## src/rtl/vip_dvp_tx_pkg.sv

```systemverilog
// Shared types for the DVP frame transmitter: FSM state encoding and pixel width.
package vip_dvp_tx_pkg;

    localparam int unsigned PIX_W = 8;

    typedef enum logic [2:0] {
        StIdle,
        StVsync,
        StVback,
        StWaitLine,
        StLine,
        StHblank,
        StVfront
    } tx_state_e;

endpackage

```

## src/rtl/vip_sync_fifo.sv

```systemverilog
// Single-clock first-word-fall-through FIFO with occupancy count; writes on full are dropped.
module vip_sync_fifo #(
    parameter int unsigned DW = 8,
    parameter int unsigned AW = 5
) (
    input  logic          clk,
    input  logic          rst,
    input  logic          wr_en,
    input  logic [DW-1:0] wr_data,
    input  logic          rd_en,
    output logic [DW-1:0] rd_data,
    output logic          full,
    output logic [AW:0]   count
);

    localparam int unsigned Depth = 1 << AW;
    localparam int unsigned CntW  = AW + 1;

    logic [DW-1:0]   mem [Depth];
    logic [AW-1:0]   wr_ptr_q;
    logic [AW-1:0]   rd_ptr_q;
    logic [CntW-1:0] count_q;
    logic            empty;
    logic            wr_fire;
    logic            rd_fire;

    assign full    = (count_q == CntW'(Depth));
    assign empty   = (count_q == '0);
    assign wr_fire = wr_en & ~full;
    assign rd_fire = rd_en & ~empty;
    assign rd_data = mem[rd_ptr_q];
    assign count   = count_q;

    always_ff @(posedge clk) begin
        if (wr_fire) begin
            mem[wr_ptr_q] <= wr_data;
        end
    end

    always_ff @(posedge clk) begin
        if (rst) begin
            wr_ptr_q <= '0;
            rd_ptr_q <= '0;
            count_q  <= '0;
        end else begin
            if (wr_fire) begin
                wr_ptr_q <= wr_ptr_q + AW'(1);
            end
            if (rd_fire) begin
                rd_ptr_q <= rd_ptr_q + AW'(1);
            end
            // Simultaneous write and read leaves the count unchanged.
            unique case ({wr_fire, rd_fire})
                2'b10:   count_q <= count_q + CntW'(1);
                2'b01:   count_q <= count_q - CntW'(1);
                default: ;
            endcase
        end
    end

endmodule

```

## src/rtl/vip_dvp_frame_tx.sv

```systemverilog
// Re-times a clken-gated gray stream into DVP frames through a one-line-plus FIFO.
// Optional test-pattern source enabled by defining VIP_DVP_TX_TESTPAT_EN (adds port tp_en).
module vip_dvp_frame_tx
    import vip_dvp_tx_pkg::*;
#(
    parameter int unsigned IMG_HDISP        = 10,
    parameter int unsigned IMG_VDISP        = 8,
    parameter int unsigned H_BLANK          = 4,
    parameter int unsigned V_SYNC           = 2,
    parameter int unsigned V_BACK           = 3,
    parameter int unsigned V_FRONT          = 2,
    parameter logic        CMOS_VSYNC_VALID = 1'b1,
    parameter int unsigned FIFO_AW          = 5
) (
    input  logic             clk,
    input  logic             rst,
    input  logic             per_frame_vsync,
    input  logic             per_frame_href,
    input  logic             per_frame_clken,
    input  logic [PIX_W-1:0] per_img_Gray,
`ifdef VIP_DVP_TX_TESTPAT_EN
    input  logic             tp_en,
`endif
    output logic             cmos_vsync,
    output logic             cmos_href,
    output logic [PIX_W-1:0] cmos_data,
    output logic             tx_busy,
    output logic             ovf_flag
);

    localparam int unsigned CntW = FIFO_AW + 1;

    tx_state_e        state_q, state_d;
    logic [7:0]       phase_q, phase_d;
    logic [7:0]       line_q, line_d;
    logic [7:0]       phase_last;
    logic             phase_end;
    logic             vsync_prev_q;
    logic             vsync_rise;
    logic             line_ready;
    logic             last_line;
    logic             tp_mode;

    logic             fifo_wr;
    logic             fifo_rd;
    logic             fifo_full;
    logic [PIX_W-1:0] fifo_rdata;
    logic [CntW-1:0]  fifo_count;

    logic             vsync_q;
    logic             href_q;
    logic [PIX_W-1:0] data_q;
    logic             busy_q;
    logic             ovf_q;

    assign fifo_wr    = per_frame_href & per_frame_clken;
    assign vsync_rise = per_frame_vsync & ~vsync_prev_q;
    assign last_line  = (line_q == 8'(IMG_VDISP - 1));
    assign line_ready = tp_mode | (fifo_count >= CntW'(IMG_HDISP));

    vip_sync_fifo #(
        .DW(PIX_W),
        .AW(FIFO_AW)
    ) u_fifo (
        .clk    (clk),
        .rst    (rst),
        .wr_en  (fifo_wr),
        .wr_data(per_img_Gray),
        .rd_en  (fifo_rd),
        .rd_data(fifo_rdata),
        .full   (fifo_full),
        .count  (fifo_count)
    );

`ifdef VIP_DVP_TX_TESTPAT_EN
    logic tp_q;

    // Pattern mode is latched once per frame so a mid-frame tp_en change has no effect.
    always_ff @(posedge clk) begin
        if (rst) begin
            tp_q <= 1'b0;
        end else if (state_q == StIdle && vsync_rise) begin
            tp_q <= tp_en;
        end
    end

    assign tp_mode = tp_q;
`else
    assign tp_mode = 1'b0;
`endif

    always_comb begin
        phase_last = '0;
        unique case (state_q)
            StVsync:  phase_last = 8'(V_SYNC - 1);
            StVback:  phase_last = 8'(V_BACK - 1);
            StLine:   phase_last = 8'(IMG_HDISP - 1);
            StHblank: phase_last = 8'(H_BLANK - 1);
            StVfront: phase_last = 8'(V_FRONT - 1);
            default:  phase_last = '0;
        endcase
    end

    assign phase_end = (phase_q == phase_last);

    always_comb begin
        state_d = state_q;
        phase_d = phase_q + 8'd1;
        line_d  = line_q;
        fifo_rd = 1'b0;
        unique case (state_q)
            StIdle: begin
                phase_d = '0;
                if (vsync_rise) begin
                    state_d = StVsync;
                    line_d  = '0;
                end
            end
            StVsync: begin
                if (phase_end) begin
                    state_d = StVback;
                    phase_d = '0;
                end
            end
            // A line only starts once a whole line is buffered, so it never underflows.
            StVback: begin
                if (phase_end) begin
                    state_d = line_ready ? StLine : StWaitLine;
                    phase_d = '0;
                end
            end
            StWaitLine: begin
                phase_d = '0;
                if (line_ready) begin
                    state_d = StLine;
                end
            end
            StLine: begin
                fifo_rd = ~tp_mode;
                if (phase_end) begin
                    state_d = StHblank;
                    phase_d = '0;
                end
            end
            StHblank: begin
                if (phase_end) begin
                    phase_d = '0;
                    if (last_line) begin
                        state_d = StVfront;
                    end else begin
                        line_d  = line_q + 8'd1;
                        state_d = line_ready ? StLine : StWaitLine;
                    end
                end
            end
            StVfront: begin
                if (phase_end) begin
                    state_d = StIdle;
                    phase_d = '0;
                end
            end
            default: begin
                state_d = StIdle;
                phase_d = '0;
            end
        endcase
    end

    always_ff @(posedge clk) begin
        if (rst) begin
            state_q      <= StIdle;
            phase_q      <= '0;
            line_q       <= '0;
            vsync_prev_q <= 1'b0;
        end else begin
            state_q      <= state_d;
            phase_q      <= phase_d;
            line_q       <= line_d;
            vsync_prev_q <= per_frame_vsync;
        end
    end

    // All outputs follow the state by one register stage; the FWFT head is read in LINE.
    always_ff @(posedge clk) begin
        if (rst) begin
            vsync_q <= ~CMOS_VSYNC_VALID;
            href_q  <= 1'b0;
            data_q  <= '0;
            busy_q  <= 1'b0;
            ovf_q   <= 1'b0;
        end else begin
            vsync_q <= (state_q == StVsync) ? CMOS_VSYNC_VALID : ~CMOS_VSYNC_VALID;
            href_q  <= (state_q == StLine);
            busy_q  <= (state_q != StIdle);
            if (state_q == StLine) begin
                data_q <= tp_mode ? PIX_W'(phase_q + line_q) : fifo_rdata;
            end else begin
                data_q <= '0;
            end
            if (fifo_wr && fifo_full) begin
                ovf_q <= 1'b1;
            end
        end
    end

    assign cmos_vsync = vsync_q;
    assign cmos_href  = href_q;
    assign cmos_data  = data_q;
    assign tx_busy    = busy_q;
    assign ovf_flag   = ovf_q;

endmodule

```

## config.mk

```make
export PLATFORM = sky130hd
export DESIGN_NAME = vip_dvp_frame_tx
export DESIGN_NICKNAME = d
export VERILOG_FILES = /design/src/rtl/vip_dvp_tx_pkg.sv /design/src/rtl/vip_sync_fifo.sv /design/src/rtl/vip_dvp_frame_tx.sv
export SDC_FILE = /design/constraint.sdc
export NUM_CORES = 1
export LEC_CHECK = 0
export BUFFER_PORTS_ARGS = -buffer_cell sky130_fd_sc_hd__buf_4
export CORE_MARGIN = 1.5
export CORE_UTILIZATION = 43
export CTS_CLUSTER_DIAMETER = 50
export DETAILED_ROUTE_END_ITERATION = 16
export GPL_TIMING_DRIVEN = 0
export PLACE_DENSITY = 0.64
export SYNTH_ARGS = -nofsm -noshare
export SYNTH_HDL_FRONTEND = slang
export SYNTH_SLANG_ARGS = --single-unit
```

## constraint.sdc

```tcl
create_clock -name clk -period 2.8 [get_ports clk]
set_input_delay 0.14 -clock clk [delete_from_list [all_inputs] [get_ports clk]]
set_output_delay 0.14 -clock clk [all_outputs]
set_load 0.05 [all_outputs]
```

==> flow_summary.toml <==
[min_path]
min_path_cells = 1
min_path_type = "input pin to flip-flop"

[placement]
place_hpwl_um = 16400
postPlaceCellArea_mm2 = 0.0131
gp_congestion = 0.822
place.port_buffers = 23

[layout]
drive_gt1_share_pct = 23.7
final_nets = 821
syn2layout_area_growth_pct = 15.1
antenna_cells_inserted = 0
core_util_final_pct = 50.1
fin_area_mm2 = 0.0143

[run]
maxcap_violations = 0

[routing]
detailedRoute.firstIterationViolations = 679
count_of_antenna_violating_nets_left_after_detailed_routing = 0
routed_wirelength_um = 26300
wl_per_cell_um = 21.7
detail_route.vias_per_cell = 5.53
drc_errors = 0
vias = 6695
detail_route.first_pass.iterations = 5

[setup_path]
startpoint_type = "flip-flop"
cp-end-kind = "flip-flop"
worstSetupPathDepth = 6
cpPeakStageDelay_ns = 0.68
cp_num_buf_inv = 2
r2r.worst_path.cells = 6
worst-endpoint-required_ns = 3.19
crit_path_top_delay_cell = "sky130_fd_sc_hd__buf_1"
worst_ep_arrival_time_ns = 3.06
critPathTopFamily = "buffers and inverters"
timing.critical_path.cells = "buf_2, buf_1, mux4_2, mux2i_1, o22ai_1, or2_2"
critical_path_class = "flip-flop to flip-flop"
worstPathMaxFanout = 10

[sta]
worst_pin_slew_ns = 0.877
max_slew_margin_pct = 41.5
layout_min_cycle_time_ns = 2.67
post-route-period-util_pct = 95.4
hold_viol = 0
drv_slew = 0
timing.final.setup_violations = 0
fmax_mhz = 374
fin_skew_ns = 0.0272

[global_routing]
vias_in_the_first_global_route = 6534
largest_net_degree_at_the_start_of_global_routing = 33
global_route_wire_length_before_repair_um = 40100
grt_antenna_before_repair = 0
grt_remaining_overflow = 0
grt_util_all_layers_pct = 17.9

[pwr]
power.static_leakage_nw = 4.53
pwr_density_cell_mw_per_mm2 = 694
peakVddDrop_v = 0.000372

[synthesis]
seq_area_frac_synth_pct = 69.7
ys_dominant_reg_cell = "sky130_fd_sc_hd__edfxtp_1"
post-synth-top-area-cell = "sky130_fd_sc_hd__edfxtp_1"
synth_seq_cells = 304
synth_cells = 736
synthesis.area_per_instance_um2 = 16.9
synth_nets = 759
synth_async_sr_flop_share_pct = 0
post_synth_instance_area_mm2 = 0.0124
most_instantiated_library_cell_after_synthesis = "sky130_fd_sc_hd__edfxtp_1"
synthDistinctLibCells = 65
synth_top_area_share_pct = 61.9
yosys-top-cells-area = "sky130_fd_sc_hd__edfxtp_1 (62%), sky130_fd_sc_hd__mux4_2 (12%), sky130_fd_sc_hd__dfxtp_1 (7.7%), sky130_fd_sc_hd__mux2i_1 (2.7%), sky130_fd_sc_hd__nor2_1 (2.1%)"
synth_enable_flop_cells = 256
commonest_cells_in_the_netlist = "sky130_fd_sc_hd__edfxtp_1 (256), sky130_fd_sc_hd__nor2_1 (71), sky130_fd_sc_hd__mux4_2 (64)"
synthesis.yosys.warnings = 0

[clocking]
clkSinkCount = 304
clkTransAtPathRegs_ns = 0.06
clkLatencyLatePin_ns = 0.52
ctsLongestPathBuffers = 3
h_tree_depth = 2
cts_made_buffers = 36
cts_tree = "done"
cts-root-buf = "sky130_fd_sc_hd__clkbuf_16"

[floorplanning]
dieArea_mm2 = 0.0299
pin_count = 25
initial_core_util_pct = 43.5
fp.dieW_um = 173
fp-row-count = 62
design.core.area_mm2 = 0.0285
die_h_um = 173

[outcome]
status = "finished clean"
timing repair:
| item | in CTS | in global routing |
|---|---|---|
| endpoints found under the hold margin | 2 | 0 |
| resized for setup | 5 | 12 |
| hold buffers | 3 | 0 |
| setup buffers | 2 | 0 |
| pin swaps | 2 | 1 |
| setup endpoints to repair | 259 | 2 |
cell families (layout without fill, tap and decap cells):
family	after synthesis	count (layout)	share of synthesized area, %
AND/OR/NAND/NOR	166	166	6.82
buffers and inverters	53	143	1.95
adder cells (fa/ha/maj)	10	10	1.01
AO/OA/AOI/OAI	85	85	4.75
multiplexers	100	100	14.5
XOR/XNOR	18	18	1.27
flip-flops	304	304	69.7
metrics by stage:
| step | hold slack, ns | setup WS (ns) | power (mW) | setup TNS [ns] | std cells |
|---|---|---|---|---|---|
| 2_1_floorplan | 0.239 | 0.0309 | 5.41 | 0 | 736 |
| 4_1_cts | 0.0240 | 0.0582 | 10.0 | 0 | 1212 |
| 5_1_grt | 0.0425 | -0.0273 | 10.3 | -0.0273 | 1210 |
| 3_3_place_gp | 0.379 | -0.426 | 5.60 | -31.66 | 1143 |
| 3_5_place_dp | 0.398 | -0.487 | 5.61 | -35.08 | 1143 |
| 6_report | 0.0407 | 0.129 | 9.92 | 0 | 1210 |
flip-flops by register name, summed over array words and instances, names as in the netlist:
register and flops:
tx_busy 1, ovf_flag 1, u_fifo.mem 256, cmos_vsync 1
u_fifo.wr_ptr_q 5, u_fifo.rd_ptr_q 5, phase_q 8, cmos_href 1
state_q 3, line_q 8, cmos_data 8, u_fifo.count 6
vsync_prev_q 1
final cells by class:
cell class / count / area [µm²]
fill: 2402 / 14300
sequential: 304 / 8650
multi-input combinational: 379 / 3570
clock buffer: 42 / 976
tap: 384 / 480
timing repair buffer: 28 / 218
buffer: 37 / 190
clock inverter: 24 / 161
inverter: 12 / 45.0
cell usage in the layout, fill, tap and decap left out, types with 13 or more instances in the layout:
master | netlist | final
sky130_fd_sc_hd__dfxtp_1 | 48 | 46
sky130_fd_sc_hd__o22ai_1 | 17 | 17
sky130_fd_sc_hd__mux4_2 | 64 | 64
sky130_fd_sc_hd__edfxtp_1 | 256 | 256
sky130_fd_sc_hd__xor2_1 | 13 | 13
sky130_fd_sc_hd__nand2_1 | 19 | 19
sky130_fd_sc_hd__nor2_1 | 71 | 70
sky130_fd_sc_hd__clkbuf_16 | 0 | 38
sky130_fd_sc_hd__a21oi_1 | 21 | 20
sky130_fd_sc_hd__mux2i_1 | 34 | 34
sky130_fd_sc_hd__buf_4 | 5 | 30
sky130_fd_sc_hd__clkbuf_1 | 21 | 17
report_power, final:
group | switching [mW] | internal (mW)
Sequential | 0.0259 | 4.94
Combinational | 0.365 | 0.186
Clock | 1.86 | 2.54
routing by layer:
| layer | up-vias | part of all wire [%] | track usage, % |
|---|---|---|---|
| met5 | - | 0 | 0 |
| met1 | 3426 | 47 | 26.6 |
| li1 | 3042 | - | - |
| met4 | 0 | 2.2 | 5.72 |
| met3 | 45 | 4.9 | 2.97 |
| met2 | 182 | 46 | 27.2 |
worst paths after layout:
path | startpoint | to | slack (ns)
hold / removal | per_img_Gray[6] | u_fifo.mem[3][6] | 0.04
setup reg to reg | u_fifo.rd_ptr_q[1] | cmos_data[3] | 0.13
hold reg to reg | line_q[1] | line_q[1] | 0.48
setup / recovery | u_fifo.rd_ptr_q[1] | cmos_data[3] | 0.13
No activity file was read; power rests on OpenSTA's default activity.
